`src/rtl/rf_writeback_if.sv`:
```
// Handshake, write-port and forwarding signals between the ALU/LSU producers,
// the register-file writeback front end, and the register file.
interface rf_writeback_if #(
  parameter int NUMBER_OF_REGISTERS = 32,
  parameter int DATA_WIDTH          = 32
);
  localparam int AW = $clog2(NUMBER_OF_REGISTERS);

  logic                  alu_valid_i;
  logic                  alu_ready_o;
  logic [AW-1:0]         alu_rd_address_i;
  logic [DATA_WIDTH-1:0] alu_data_i;
  logic                  lsu_valid_i;
  logic                  lsu_ready_o;
  logic [AW-1:0]         lsu_rd_address_i;
  logic [DATA_WIDTH-1:0] lsu_data_i;
  logic                  rd_we_o;
  logic [AW-1:0]         rd_address_o;
  logic [DATA_WIDTH-1:0] rd_data_o;
  logic                  busy_o;
  logic [AW-1:0]         rs1_address_i;
  logic [AW-1:0]         rs2_address_i;
  logic                  fwd_rs1_hit_o;
  logic                  fwd_rs2_hit_o;
  logic [DATA_WIDTH-1:0] fwd_rs1_data_o;
  logic [DATA_WIDTH-1:0] fwd_rs2_data_o;

  modport master (
    output alu_valid_i, alu_rd_address_i, alu_data_i,
    output lsu_valid_i, lsu_rd_address_i, lsu_data_i,
    output rs1_address_i, rs2_address_i,
    input  alu_ready_o, lsu_ready_o, rd_we_o, rd_address_o, rd_data_o, busy_o,
    input  fwd_rs1_hit_o, fwd_rs2_hit_o, fwd_rs1_data_o, fwd_rs2_data_o
  );

  modport slave (
    input  alu_valid_i, alu_rd_address_i, alu_data_i,
    input  lsu_valid_i, lsu_rd_address_i, lsu_data_i,
    input  rs1_address_i, rs2_address_i,
    output alu_ready_o, lsu_ready_o, rd_we_o, rd_address_o, rd_data_o, busy_o,
    output fwd_rs1_hit_o, fwd_rs2_hit_o, fwd_rs1_data_o, fwd_rs2_data_o
  );
endinterface

```
`src/rtl/rf_writeback.sv`:
```
// Register-file writeback front end: merges ALU/LSU results in order, drops x0, one write/cycle.
// Optional forwarding lookup of pending writes enabled by RF_WRITEBACK_FORWARD_EN.
module rf_writeback #(
  parameter int NUMBER_OF_REGISTERS = 32,
  parameter int DATA_WIDTH          = 32,
  parameter int FIFO_DEPTH          = 4
) (
  input logic          clk,
  input logic          rst,
  rf_writeback_if.slave bus
);
  localparam int AW = $clog2(NUMBER_OF_REGISTERS);
  localparam int PW = $clog2(FIFO_DEPTH);
  localparam int CW = PW + 1;

  logic [AW-1:0]         fifo_addr [FIFO_DEPTH];
  logic [DATA_WIDTH-1:0] fifo_data [FIFO_DEPTH];
  logic [PW-1:0]         rd_ptr, wr_ptr;
  logic [CW-1:0]         count, count_next, free;

  logic                  alu_wr, lsu_wr, pop, bypass;
  logic [1:0]            push_cnt;
  logic [AW-1:0]         push0_addr, push1_addr, byp_addr;
  logic [DATA_WIDTH-1:0] push0_data, push1_data, byp_data;

  // free is based on the registered count; a same-cycle pop does not help
  assign free            = CW'(FIFO_DEPTH) - count;
  assign bus.alu_ready_o = (free >= CW'(1));
  assign bus.lsu_ready_o = bus.alu_valid_i ? (free >= CW'(2)) : (free >= CW'(1));

  assign alu_wr = bus.alu_valid_i && bus.alu_ready_o && (bus.alu_rd_address_i != '0);
  assign lsu_wr = bus.lsu_valid_i && bus.lsu_ready_o && (bus.lsu_rd_address_i != '0);
  assign pop    = (count != '0);

  always_comb begin
    push_cnt   = 2'd0;
    bypass     = 1'b0;
    push0_addr = bus.alu_rd_address_i;
    push0_data = bus.alu_data_i;
    push1_addr = bus.lsu_rd_address_i;
    push1_data = bus.lsu_data_i;
    byp_addr   = bus.alu_rd_address_i;
    byp_data   = bus.alu_data_i;
    if (pop) begin
      push_cnt = 2'(alu_wr) + 2'(lsu_wr);
      if (!alu_wr && lsu_wr) begin
        push0_addr = bus.lsu_rd_address_i;
        push0_data = bus.lsu_data_i;
      end
    end else if (alu_wr) begin
      // ALU goes straight to the output stage; a concurrent LSU result queues
      bypass   = 1'b1;
      push_cnt = 2'(lsu_wr);
      push0_addr = bus.lsu_rd_address_i;
      push0_data = bus.lsu_data_i;
    end else if (lsu_wr) begin
      bypass   = 1'b1;
      byp_addr = bus.lsu_rd_address_i;
      byp_data = bus.lsu_data_i;
    end
    count_next = count + CW'(push_cnt) - CW'(pop);
  end

  always_ff @(posedge clk) begin
    if (push_cnt != 2'd0) begin
      fifo_addr[wr_ptr] <= push0_addr;
      fifo_data[wr_ptr] <= push0_data;
    end
    if (push_cnt == 2'd2) begin
      fifo_addr[wr_ptr + PW'(1)] <= push1_addr;
      fifo_data[wr_ptr + PW'(1)] <= push1_data;
    end
  end

  // output stage: registered write port toward the register file
  always_ff @(posedge clk or posedge rst) begin
    if (rst) begin
      count            <= '0;
      rd_ptr           <= '0;
      wr_ptr           <= '0;
      bus.rd_we_o      <= 1'b0;
      bus.rd_address_o <= '0;
      bus.rd_data_o    <= '0;
      bus.busy_o       <= 1'b0;
    end else begin
      count       <= count_next;
      rd_ptr      <= rd_ptr + PW'(pop);
      wr_ptr      <= wr_ptr + PW'(push_cnt);
      bus.rd_we_o <= pop || bypass;
      bus.busy_o  <= (count_next != '0) || pop || bypass;
      if (pop) begin
        bus.rd_address_o <= fifo_addr[rd_ptr];
        bus.rd_data_o    <= fifo_data[rd_ptr];
      end else if (bypass) begin
        bus.rd_address_o <= byp_addr;
        bus.rd_data_o    <= byp_data;
      end
    end
  end

`ifdef RF_WRITEBACK_FORWARD_EN
  // scan oldest to youngest so the last match (youngest) wins
  function automatic logic [DATA_WIDTH:0] lookup(input logic [AW-1:0] rs);
    logic [DATA_WIDTH:0] res;
    logic [PW-1:0]       idx;
    res = '0;
    if (rs != '0) begin
      if (bus.rd_we_o && (bus.rd_address_o == rs))
        res = {1'b1, bus.rd_data_o};
      for (int i = 0; i < FIFO_DEPTH; i++) begin
        idx = rd_ptr + PW'(i);
        if ((CW'(i) < count) && (fifo_addr[idx] == rs))
          res = {1'b1, fifo_data[idx]};
      end
    end
    return res;
  endfunction

  assign {bus.fwd_rs1_hit_o, bus.fwd_rs1_data_o} = lookup(bus.rs1_address_i);
  assign {bus.fwd_rs2_hit_o, bus.fwd_rs2_data_o} = lookup(bus.rs2_address_i);
`else
  assign bus.fwd_rs1_hit_o  = 1'b0;
  assign bus.fwd_rs2_hit_o  = 1'b0;
  assign bus.fwd_rs1_data_o = '0;
  assign bus.fwd_rs2_data_o = '0;
`endif
endmodule

```
`src/flat_wrapper.sv`:
```
// flat-port wrapper written by rule: the top's interface ports become plain ports
module rf_writeback_flat 
#(
  parameter int NUMBER_OF_REGISTERS = 32,
  parameter int DATA_WIDTH          = 32,
  parameter int FIFO_DEPTH          = 4
)
  (clk, rst, bus_alu_valid_i, bus_alu_rd_address_i, bus_alu_data_i, bus_lsu_valid_i, bus_lsu_rd_address_i, bus_lsu_data_i, bus_rs1_address_i, bus_rs2_address_i, bus_alu_ready_o, bus_lsu_ready_o, bus_rd_we_o, bus_rd_address_o, bus_rd_data_o, bus_busy_o, bus_fwd_rs1_hit_o, bus_fwd_rs2_hit_o, bus_fwd_rs1_data_o, bus_fwd_rs2_data_o);
  rf_writeback_if #(.NUMBER_OF_REGISTERS(NUMBER_OF_REGISTERS), .DATA_WIDTH(DATA_WIDTH)) bus_i ();
  input logic clk;
  input logic rst;
  input wire logic [$bits(bus_i.alu_valid_i)-1:0] bus_alu_valid_i;
  input wire logic [$bits(bus_i.alu_rd_address_i)-1:0] bus_alu_rd_address_i;
  input wire logic [$bits(bus_i.alu_data_i)-1:0] bus_alu_data_i;
  input wire logic [$bits(bus_i.lsu_valid_i)-1:0] bus_lsu_valid_i;
  input wire logic [$bits(bus_i.lsu_rd_address_i)-1:0] bus_lsu_rd_address_i;
  input wire logic [$bits(bus_i.lsu_data_i)-1:0] bus_lsu_data_i;
  input wire logic [$bits(bus_i.rs1_address_i)-1:0] bus_rs1_address_i;
  input wire logic [$bits(bus_i.rs2_address_i)-1:0] bus_rs2_address_i;
  output wire logic [$bits(bus_i.alu_ready_o)-1:0] bus_alu_ready_o;
  output wire logic [$bits(bus_i.lsu_ready_o)-1:0] bus_lsu_ready_o;
  output wire logic [$bits(bus_i.rd_we_o)-1:0] bus_rd_we_o;
  output wire logic [$bits(bus_i.rd_address_o)-1:0] bus_rd_address_o;
  output wire logic [$bits(bus_i.rd_data_o)-1:0] bus_rd_data_o;
  output wire logic [$bits(bus_i.busy_o)-1:0] bus_busy_o;
  output wire logic [$bits(bus_i.fwd_rs1_hit_o)-1:0] bus_fwd_rs1_hit_o;
  output wire logic [$bits(bus_i.fwd_rs2_hit_o)-1:0] bus_fwd_rs2_hit_o;
  output wire logic [$bits(bus_i.fwd_rs1_data_o)-1:0] bus_fwd_rs1_data_o;
  output wire logic [$bits(bus_i.fwd_rs2_data_o)-1:0] bus_fwd_rs2_data_o;
  assign bus_i.alu_valid_i = bus_alu_valid_i;
  assign bus_i.alu_rd_address_i = bus_alu_rd_address_i;
  assign bus_i.alu_data_i = bus_alu_data_i;
  assign bus_i.lsu_valid_i = bus_lsu_valid_i;
  assign bus_i.lsu_rd_address_i = bus_lsu_rd_address_i;
  assign bus_i.lsu_data_i = bus_lsu_data_i;
  assign bus_i.rs1_address_i = bus_rs1_address_i;
  assign bus_i.rs2_address_i = bus_rs2_address_i;
  assign bus_alu_ready_o = bus_i.alu_ready_o;
  assign bus_lsu_ready_o = bus_i.lsu_ready_o;
  assign bus_rd_we_o = bus_i.rd_we_o;
  assign bus_rd_address_o = bus_i.rd_address_o;
  assign bus_rd_data_o = bus_i.rd_data_o;
  assign bus_busy_o = bus_i.busy_o;
  assign bus_fwd_rs1_hit_o = bus_i.fwd_rs1_hit_o;
  assign bus_fwd_rs2_hit_o = bus_i.fwd_rs2_hit_o;
  assign bus_fwd_rs1_data_o = bus_i.fwd_rs1_data_o;
  assign bus_fwd_rs2_data_o = bus_i.fwd_rs2_data_o;
  rf_writeback #(.NUMBER_OF_REGISTERS(NUMBER_OF_REGISTERS), .DATA_WIDTH(DATA_WIDTH), .FIFO_DEPTH(FIFO_DEPTH)) u_core (.clk(clk), .rst(rst), .bus(bus_i));
endmodule
```
`config.mk`:
```
export PLATFORM = sky130hd
export DESIGN_NAME = rf_writeback_flat
export DESIGN_NICKNAME = d
export VERILOG_FILES = /design/src/rtl/rf_writeback_if.sv /design/src/rtl/rf_writeback.sv /design/src/flat_wrapper.sv
export SDC_FILE = /design/constraint.sdc
export NUM_CORES = 1
export LEC_CHECK = 0
export ABC_AREA = 1
export CORE_ASPECT_RATIO = 0.8
export CORE_UTILIZATION = 59
export DETAILED_ROUTE_END_ITERATION = 6
export HOLD_SLACK_MARGIN = 0.08
export PLACE_DENSITY = 0.95
export SETUP_SLACK_MARGIN = 0.4
export SKIP_CTS_REPAIR_TIMING = 1
export SLEW_MARGIN = 30
export SYNTH_ARGS = -nofsm -noshare
export SYNTH_HDL_FRONTEND = slang
export SYNTH_SLANG_ARGS = --single-unit
```
`constraint.sdc`:
```
create_clock -name clk -period 8.9 [get_ports clk]
set_input_delay 1.78 -clock clk [delete_from_list [all_inputs] [get_ports clk]]
set_output_delay 1.78 -clock clk [all_outputs]
set_load 0.1 [all_outputs]
```
======== Word level (Yosys, flattened, before mapping) ========
Memory sizes are Yosys's and may differ from the RTL's.
Cells that the tools add are included.
cells by class
  eq/ne operators ......................... 1
  reductions and logical operators ........ 15
  $lt $le $gt $ge ......................... 2
  multiplexer cells ....................... 24
  add/subtract/negate cells ............... 7
operators with widths
  operator                                              count
  2-to-1 mux 32 bit                                     7
  2-to-1 mux 5 bit                                      7
  nonzero test 5 bit                                    2
  2-to-1 mux 1 bit                                      9
  nonzero test 3 bit                                    2
  logical AND 1 bit                                     5
  nonzero test 2 bit                                    2
  adder 3 x 2 -> 3 bit                                  1
  >= comparator 3 x 1 -> 1 bit (second input constant)  1
  >= comparator 3 x 2 -> 1 bit (second input constant)  1
  logical OR 1 bit                                      3
  subtractor 3 x 1 -> 3 bit                             1
  subtractor 3 bit (first input constant)               1
  adder 1 x 1 -> 2 bit                                  1
  adder 2 x 1 -> 2 bit                                  1
  adder 2 x 1 -> 2 bit (second input constant)          1
  adder 2 bit                                           1
  equality test 2 bit (second input constant)           1
  2-to-1 mux 2 bit                                      1
  logical NOT 1 bit                                     1
word-level totals
  memories kept ........................... 2
  output and inout bits ................... 107
  bits of input ports ..................... 88
  bits in writable memories ............... 148
  register bits ........................... 46
  word-level logic and storage cells ...... 58
memory list
  memory            depth  width  rd ports  clocked after memory_dff  wr ports  line                RTL
  u_core.fifo_data  4      32     1         0                         2         rf_writeback.sv:17  logic [DATA_WIDTH-1:0] fifo_data [FIFO_DEPTH];
  u_core.fifo_addr  4      5      1         0                         2         rf_writeback.sv:16  logic [AW-1:0] fifo_addr [FIFO_DEPTH];

======== Longest topological paths before layout ========
Gate-level depths: netlist of run 1.
  depth after elaboration ................. 12
  mapped depth ............................ 20
  gate-level depth less buffers ........... 17

======== Worst setup path before layout of run 1 ========
OpenSTA, ideal clock, no wires.
  path type ............................... input to register
  from .................................... input port bus_lsu_rd_address_i[1]
  to ...................................... memory u_core.fifo_addr[0][0] (netlist bit), enable pin
  buffers on the path ..................... 2
  slack ................................... 2.678 ns
  data arrival time ....................... 5.735 ns
  cell stages on the path ................. 10
  path through ............................ clkbuf_1 > nor2_1 > nand3_1 > nand2_1 > nor2_2 > buf_2 > ha_1 > nor2_1 > nor2_1 > o31ai_1
RTL lines
  item                line                RTL
  start: declaration  flat_wrapper.sv:16  input wire logic [$bits(bus_i.lsu_rd_address_i)-1:0] bus_lsu_rd_address_i;
  end: declaration    rf_writeback.sv:16

==> run_results.csv, run 1 <==
group,metric,value,unit
outcome,status,"complete, no violations",
power,peakVddDrop,0.235,mV
setup_path,reg2reg_from,"u_core.count[0]$_DFF_PP0_",
detailed_routing,drt_iter0_markers,2141,
cells_and_area,drive_gt1_share,4.31,%
logic_synthesis,synth_edf_count,148,
setup_path,crit_path_end_kind,"flop",
min_path,whs_path_depth,4,
clock_network,cts_sinks,194,
floorplanning,die_w,163,µm
detailed_routing,wl_per_cell,19.7,µm
detailed_routing,drt-pass1-iter-count,6,
sta,min_period,6.56,ns
logic_synthesis,ys_warn_count,0,
job,cap_violations,0,
power,power_frac_seq,28.8,%
setup_path,rr_worst_depth,18,
sta,tightest_slew,1.06,ns
sta,fin_skew,0.00755,ns
detailed_routing,ant_nets,0,
floorplanning,io_pins,195,
setup_path,setup.worst_path.start,"bus_alu_valid_i",
power,clkPwrFrac,14.3,%
sta,max_slew_margin,29.4,%
logic_synthesis,ys.flop_type,"edfxtp_1",
detailed_routing,drt-total-wl,38.5,mm
clock_network,clkLatencyLatePin,0.45,ns
clock_network,cts.path.max_buffers,2,
global_route,overflow,0,
sta,setup_ws,2.34,ns
place,port_buffers,118,
place,dp_slack,2.26,ns
logic_synthesis,yosysMostFrequentCell,"nand2_1",
logic_synthesis,ys_types,31,
global_route,grt_pass1_wl,59.0,mm
setup_path,cp_max_fo,39,
logic_synthesis,synthTopCellsByCount,"nand2_1 (640), nand3_1 (332), edfxtp_1 (148)",
global_route,first_global_vias,11808,
setup_path,startpoint_type,"input pin",
sta,slew_viol_final,0,
logic_synthesis,yosys-top-cells-area,"edfxtp_1 (36%), nand2_1 (20%), nand3_1 (14%)",
power,switching_share,50.8,%
logic_synthesis,syn_inst,1632,
sta,setup_viol,0,
place,hpwl,20.7,mm
min_path,hold_class,"flop to flop",
clock_network,cts_buffers,17,
global_route,grt_max_degree,78,
logic_synthesis,synth_area,12200,µm²
power,p_per_area,437,nW/µm²
sta,fin_tns_setup,0,ns
clock_network,cts_tree,"yes",
sta,rsz0062_at_grt,"false",
floorplanning,fp.dieH,131,µm
clock_network,clockRootBuffer,"clkbuf_16",
logic_synthesis,seq_area_frac_synth,45.8,%
detailed_routing,vias,12127,
power,comb_power_share,56.9,%
power,power.internal,3.00,mW
cells_and_area,syn2layout_area_growth,14.0,%
logic_synthesis,netlist.area_leader.share,36.4,%
clock_network,htree_levels,4,
setup_path,critPathKind,"input pin to flop",
detailed_routing,avgViaCountPerCell,6.19,
cells_and_area,antenna_cells,0,
cells_and_area,nets,1783,
min_path,worstHoldStart,"u_core.bus.rd_data_o[18]$_DFFE_PP0P_",
clock_network,clkTransAtPathRegs,0.07,ns
logic_synthesis,async_flop_share,23.7,%
power,power.leakage,6.24,nW
setup_path,cp.required,9.01,ns
floorplanning,fp-row-count,46,
logic_synthesis,synth_area_per_cell,7.48,µm²
sta,max_freq,152,MHz
logic_synthesis,synth-seq-cells,194,
logic_synthesis,synth_top_cell_by_area,"edfxtp_1",
global_route,track_usage,36.3,%
floorplanning,start_util,61.0,%
floorplanning,dieArea,21300,µm²
power,power.net_switching,3.09,mW
place,gp_congestion,0.801,
floorplanning,core-area,20000,µm²
sta,hold_viol_final,0,
global_route,antenna_found_initial,0,
detailed_routing,route.detailed.drc,0,
setup_path,crit_arrival,6.67,ns
sta,fin_crit_sh,73.7,%
## final cells by class
class | instances | area [µm²]
multi-input combinational | 1231 | 5630
fill | 1468 | 6110
clock inverter | 13 | 214
timing repair buffer | 140 | 1350
inverter | 98 | 368
clock buffer | 19 | 433
tap | 264 | 330
sequential | 194 | 5600
## layout by cell type, fill, tap and decap left out
cell type,n
a21oi_1,36
buf_4,22
bufinv_16,6
clkbuf_1,2
clkbuf_16,17
clkdlybuf4s50_1,118
clkinv_1,4
clkinv_2,3
clkinvlp_4,1
conb_1,66
dfrtp_1,45
dfrtp_2,1
edfxtp_1,148
fa_1,1
ha_1,10
ha_2,2
inv_1,89
inv_2,8
nand2_1,640
nand2_2,1
nand3_1,331
nand3_4,1
nand3b_1,36
nand4_1,37
nor2_1,10
nor2_2,3
nor2_4,3
nor3_1,1
nor3_4,1
o21ai_0,41
o21ai_4,3
o21bai_1,1
o31ai_4,1
or2_1,1
xnor2_1,2
xor2_1,3
## logic make-up after synthesis
| group | Yosys count | synth area share [%] |
|---|---|---|
| XOR/XNOR | 5 | 0.359 |
| AND/OR/NAND/NOR | 1065 | 38.3 |
| AO/OA/AOI/OAI | 82 | 3.40 |
| adder cells (fa/ha/maj) | 13 | 1.39 |
| flip-flops | 194 | 45.8 |
| other | 1 | 0.0307 |
| buffers and inverters | 272 | 10.7 |
## sequential cells by signal, indices dropped and copies added (netlist names)
| register | count |
|---|---|
| u_core.fifo_addr | 20 |
| u_core.bus.rd_data_o | 32 |
| u_core.fifo_data | 128 |
| u_core.wr_ptr | 2 |
| u_core.bus.rd_address_o | 5 |
| u_core.count | 3 |
| u_core.rd_ptr | 2 |
| u_core.bus.busy_o | 1 |
| u_core.bus.rd_we_o | 1 |
## worst max-delay path: stages
cell	delay, ns
clkdlybuf4s50_1	0.83
buf_4	0.58
nand3_4	0.55
inv_1	0.19
ha_1	0.20
inv_1	0.07
nor2_2	0.11
nand2_2	0.14
nor2_4	0.10
buf_4	0.49
inv_2	0.58
o21ai_4	0.50
buf_4	0.49
## worst paths after layout
check                      slack (ns)                                   end
setup / recovery                 2.34      u_core.fifo_data[2][2]$_DFFE_PP_
hold / removal                   0.56  u_core.bus.rd_data_o[18]$_DFFE_PP0P_
setup reg to reg                 3.94      u_core.fifo_data[2][2]$_DFFE_PP_
hold reg to reg                  0.56  u_core.bus.rd_data_o[18]$_DFFE_PP0P_
max in group asynchronous        6.50            u_core.rd_ptr[0]$_DFF_PP0_
min in group asynchronous        1.86   u_core.bus.rd_data_o[7]$_DFFE_PP0P_
## per-layer routing
layer / part of all wire, % / vias to the layer above / track usage, %
met3: 16 / 237 / 9.50
met4: 4.8 / 0 / 19.6
li1: - / 5377 / -
met5: 0 / - / 0
met1: 33 / 5369 / 44.2
met2: 46 / 1144 / 59.7
## metrics by stage
stage | std cells | area [µm²] | utilization, % | total power, mW | hold slack (ns)
2_1_floorplan | 1697 | 12500 | - | 4.26 | 0.518
3_3_place_gp | 1927 | 13300 | 66.2 | 4.94 | 0.542
3_5_place_dp | 1927 | 13300 | 66.2 | 5.10 | 0.546
4_1_cts | 1959 | 13900 | 69.5 | 5.99 | 0.565
5_1_grt | 1959 | 13900 | 69.5 | 6.38 | 0.596
6_report | 1959 | 13900 | 69.5 | 6.09 | 0.563
## power groups by stage
stage               registers [mW]  logic [mW]  clock network, mW
finish                        1.75        3.47              0.873
floorplan                     2.40        1.86                  0
CTS                           1.75        3.38              0.863
global route                  1.78        3.70              0.897
detailed placement            1.76        3.33                  0
global placement              1.74        3.20                  0
Power figures use the tool's default switching activity.
==> inputs of run 2 (changes only) <==
- CORE_UTILIZATION: 59 -> 50
- PLACE_DENSITY: 0.95 -> 0.86
- clock period: 8.9 -> 5.85 ns (I/O delays scaled with it)
==> run 2 against run 1 <==
  * The run now ends with DRC left
  * Core utilization shrank 10 points
  * Sequential share of layout area fell by 0.35 points
  * Critical path depth shrank 6
  * Die area increased by 18%
  * Highest routed layer unchanged
==> run_results.csv, run 2 (synthesis results as in run 1) <==
group,metric,value,unit
floorplanning,core-area,23700,µm²
place,dpl_cell_area,13500,µm²
clock_network,htree_levels,4,
detailed_routing,route.detailed.drc,3,
sta,min_period,4.41,ns
floorplanning,fp.dieH,142,µm
global_route,grt_pass1_wl,58.2,mm
place,port_buffers,118,
place,dp_slack,1.50,ns
cells_and_area,final_cell_area,14000,µm²
setup_path,setup.worst_path.start,"u_core.count[0]$_DFF_PP0_",
setup_path,critPathKind,"flop to output pin",
power,power.leakage,6.27,nW
detailed_routing,drt-total-wl,37.7,mm
sta,slew_viol_final,0,
floorplanning,die_w,177,µm
job,cap_violations,0,
sta,hold_viol_final,0,
floorplanning,start_util,51.5,%
sta,max_freq,227,MHz
sta,max_slew_margin,33.5,%
clock_network,clkTransAtPathRegs,0.07,ns
setup_path,timing.rr.end,"u_core.fifo_data[0][15]$_DFFE_PP_",
clock_network,cts_buffers,17,
cells_and_area,reg_top3,"u_core.fifo_data: 128 flops, u_core.bus.rd_data_o: 32 flops, u_core.fifo_addr: 20 flops",
sta,tightest_slew,0.994,ns
power,p_per_area,650,nW/µm²
power,clkPwrFrac,12.9,%
cells_and_area,syn2layout_area_growth,15.0,%
power,power.net_switching,4.66,mW
global_route,overflow,0,
global_route,top_usage_layer,"met2",
sta,fin_crit_sh,75.4,%
outcome,status,"complete, but fails checks",
global_route,globalRouteMet3Util,7.58,%
cells_and_area,layout_commonest_cell,"nand2_1",
global_route,gr-usage-met1,38.6,%
cells_and_area,largest_register_ffs,128,
setup_path,crit_arrival,3.24,ns
cells_and_area,drive_gt1_share,5.04,%
sta,rsz0062_at_grt,"false",
floorplanning,dieArea,25100,µm²
detailed_routing,drt_iter0_markers,1762,
cells_and_area,antenna_cells,0,
power,power.internal,4.46,mW
clock_network,cts_sinks,194,
power,comb_power_share,58.1,%
sta,setup_ws,1.44,ns
global_route,antenna_found_initial,0,
setup_path,startpoint_type,"flop",
detailed_routing,vias,11885,
min_path,hold_class,"flop to flop",
detailed_routing,drt-pass1-iter-count,7,
floorplanning,io_pins,195,
cells_and_area,nets,1795,
detailed_routing,ant_nets,0,
global_route,grt_max_degree,76,
place,gp_congestion,0.837,
setup_path,cp_max_fo,11,
power,peakVddDrop,0.410,mV
clock_network,cts.path.max_buffers,2,
clock_network,cts_tree,"yes",
setup_path,cp.required,4.68,ns
sta,fin_tns_setup,0,ns
setup_path,reg2reg_from,"u_core.count[0]$_DFF_PP0_",
power,switching_share,51.1,%
global_route,track_usage,30.3,%
global_route,first_global_vias,11394,
setup_path,crit_path_end_kind,"output pin",
place,hpwl,22.2,mm
cells_and_area,top_register,"u_core.fifo_data",
power,power,9.13,mW
power,power_frac_seq,29.0,%
detailed_routing,avgViaCountPerCell,5.89,
cells_and_area,mostFrequentLayoutCells,"nand2_1 (640), nand3_1 (331), edfxtp_1 (148), clkdlybuf4s50_1 (117), inv_1 (89)",
detailed_routing,wl_per_cell,18.7,µm
sta,fin_skew,0.00735,ns
clock_network,clockRootBuffer,"clkbuf_16",
floorplanning,fp-row-count,50,
setup_path,crit_end,"bus_alu_ready_o",
setup_path,r2r_setup_slack,1.78,ns
clock_network,clkLatencyLatePin,0.45,ns
sta,setup_viol,0,
setup_path,rr_worst_depth,12,
global_route,grtUsageMet2,47.8,%
outcome,failed_checks,"DRC",
run 2: changes by cell type in the layout (fill, tap and decap cells not counted):
cell and change:
bufinv_16 -4, inv_6 +3, buf_12 +1, clkbuf_1 +1
clkinvlp_4 +2, clkdlybuf4s50_1 -1, clkinv_2 -3, clkinv_1 -1
buf_16 +2, buf_4 +10, clkinv_4 +2
run 2: area by class of cell:
class / instances / area [µm²]
fill: 1990 / 9670
multi-input combinational: 1231 / 5630
sequential: 194 / 5600
timing repair buffer: 152 / 1490
clock buffer: 20 / 437
tap: 312 / 390
inverter: 98 / 368
clock inverter: 12 / 134
run 2: worst min path at each step:
stage / from / end / slack (ns) / depth (start not counted)
2_1_floorplan: u_core.rd_ptr[0]$_DFF_PP0_ / u_core.rd_ptr[0]$_DFF_PP0_ / 0.52 / 1
3_3_place_gp: u_core.bus.rd_address_o[1]$_DFFE_PP0P_ / u_core.bus.rd_address_o[1]$_DFFE_PP0P_ / 0.55 / 4
3_5_place_dp: u_core.bus.rd_data_o[10]$_DFFE_PP0P_ / u_core.bus.rd_data_o[10]$_DFFE_PP0P_ / 0.55 / 4
4_1_cts: u_core.bus.rd_data_o[10]$_DFFE_PP0P_ / u_core.bus.rd_data_o[10]$_DFFE_PP0P_ / 0.57 / 4
5_1_grt: u_core.bus.rd_data_o[15]$_DFFE_PP0P_ / u_core.bus.rd_data_o[15]$_DFFE_PP0P_ / 0.60 / 4
6_report: u_core.bus.rd_data_o[10]$_DFFE_PP0P_ / u_core.bus.rd_data_o[10]$_DFFE_PP0P_ / 0.56 / 4
run 2: metal layers:
layer | vias to the layer above | part of all wire [%]
met2 | 948 | 45
met4 | 0 | 4.6
li1 | 5404 | -
met3 | 200 | 14
met5 | - | 0
met1 | 5333 | 36
run 2: per-stage QoR:
stage               utilization, %  hold slack, ns  instances
floorplan                        -           0.518       1697
global placement              56.6           0.546       1985
detailed placement            56.8           0.550       1987
CTS                           59.2           0.569       2019
global route                  59.2           0.600       2019
finish                        59.2           0.562       2019
run 2: critical path, cell delays in order (launching register included):
cell,delay (ns)
dfrtp_1,0.40
inv_1,0.12
ha_1,0.17
ha_2,0.26
inv_1,0.05
nor2_1,0.04
nand2_1,0.47
clkdlybuf4s50_1,1.26
run 2: power by group through the flow:
stage | logic, mW | clock network (mW) | registers (mW)
final | 5.30 | 1.18 | 2.65
after global routing | 5.71 | 1.22 | 2.69
after CTS | 5.22 | 1.17 | 2.64
after detailed placement | 5.17 | 0 | 2.66
after global placement | 4.97 | 0 | 2.65
after floorplan | 2.83 | 0 | 3.65
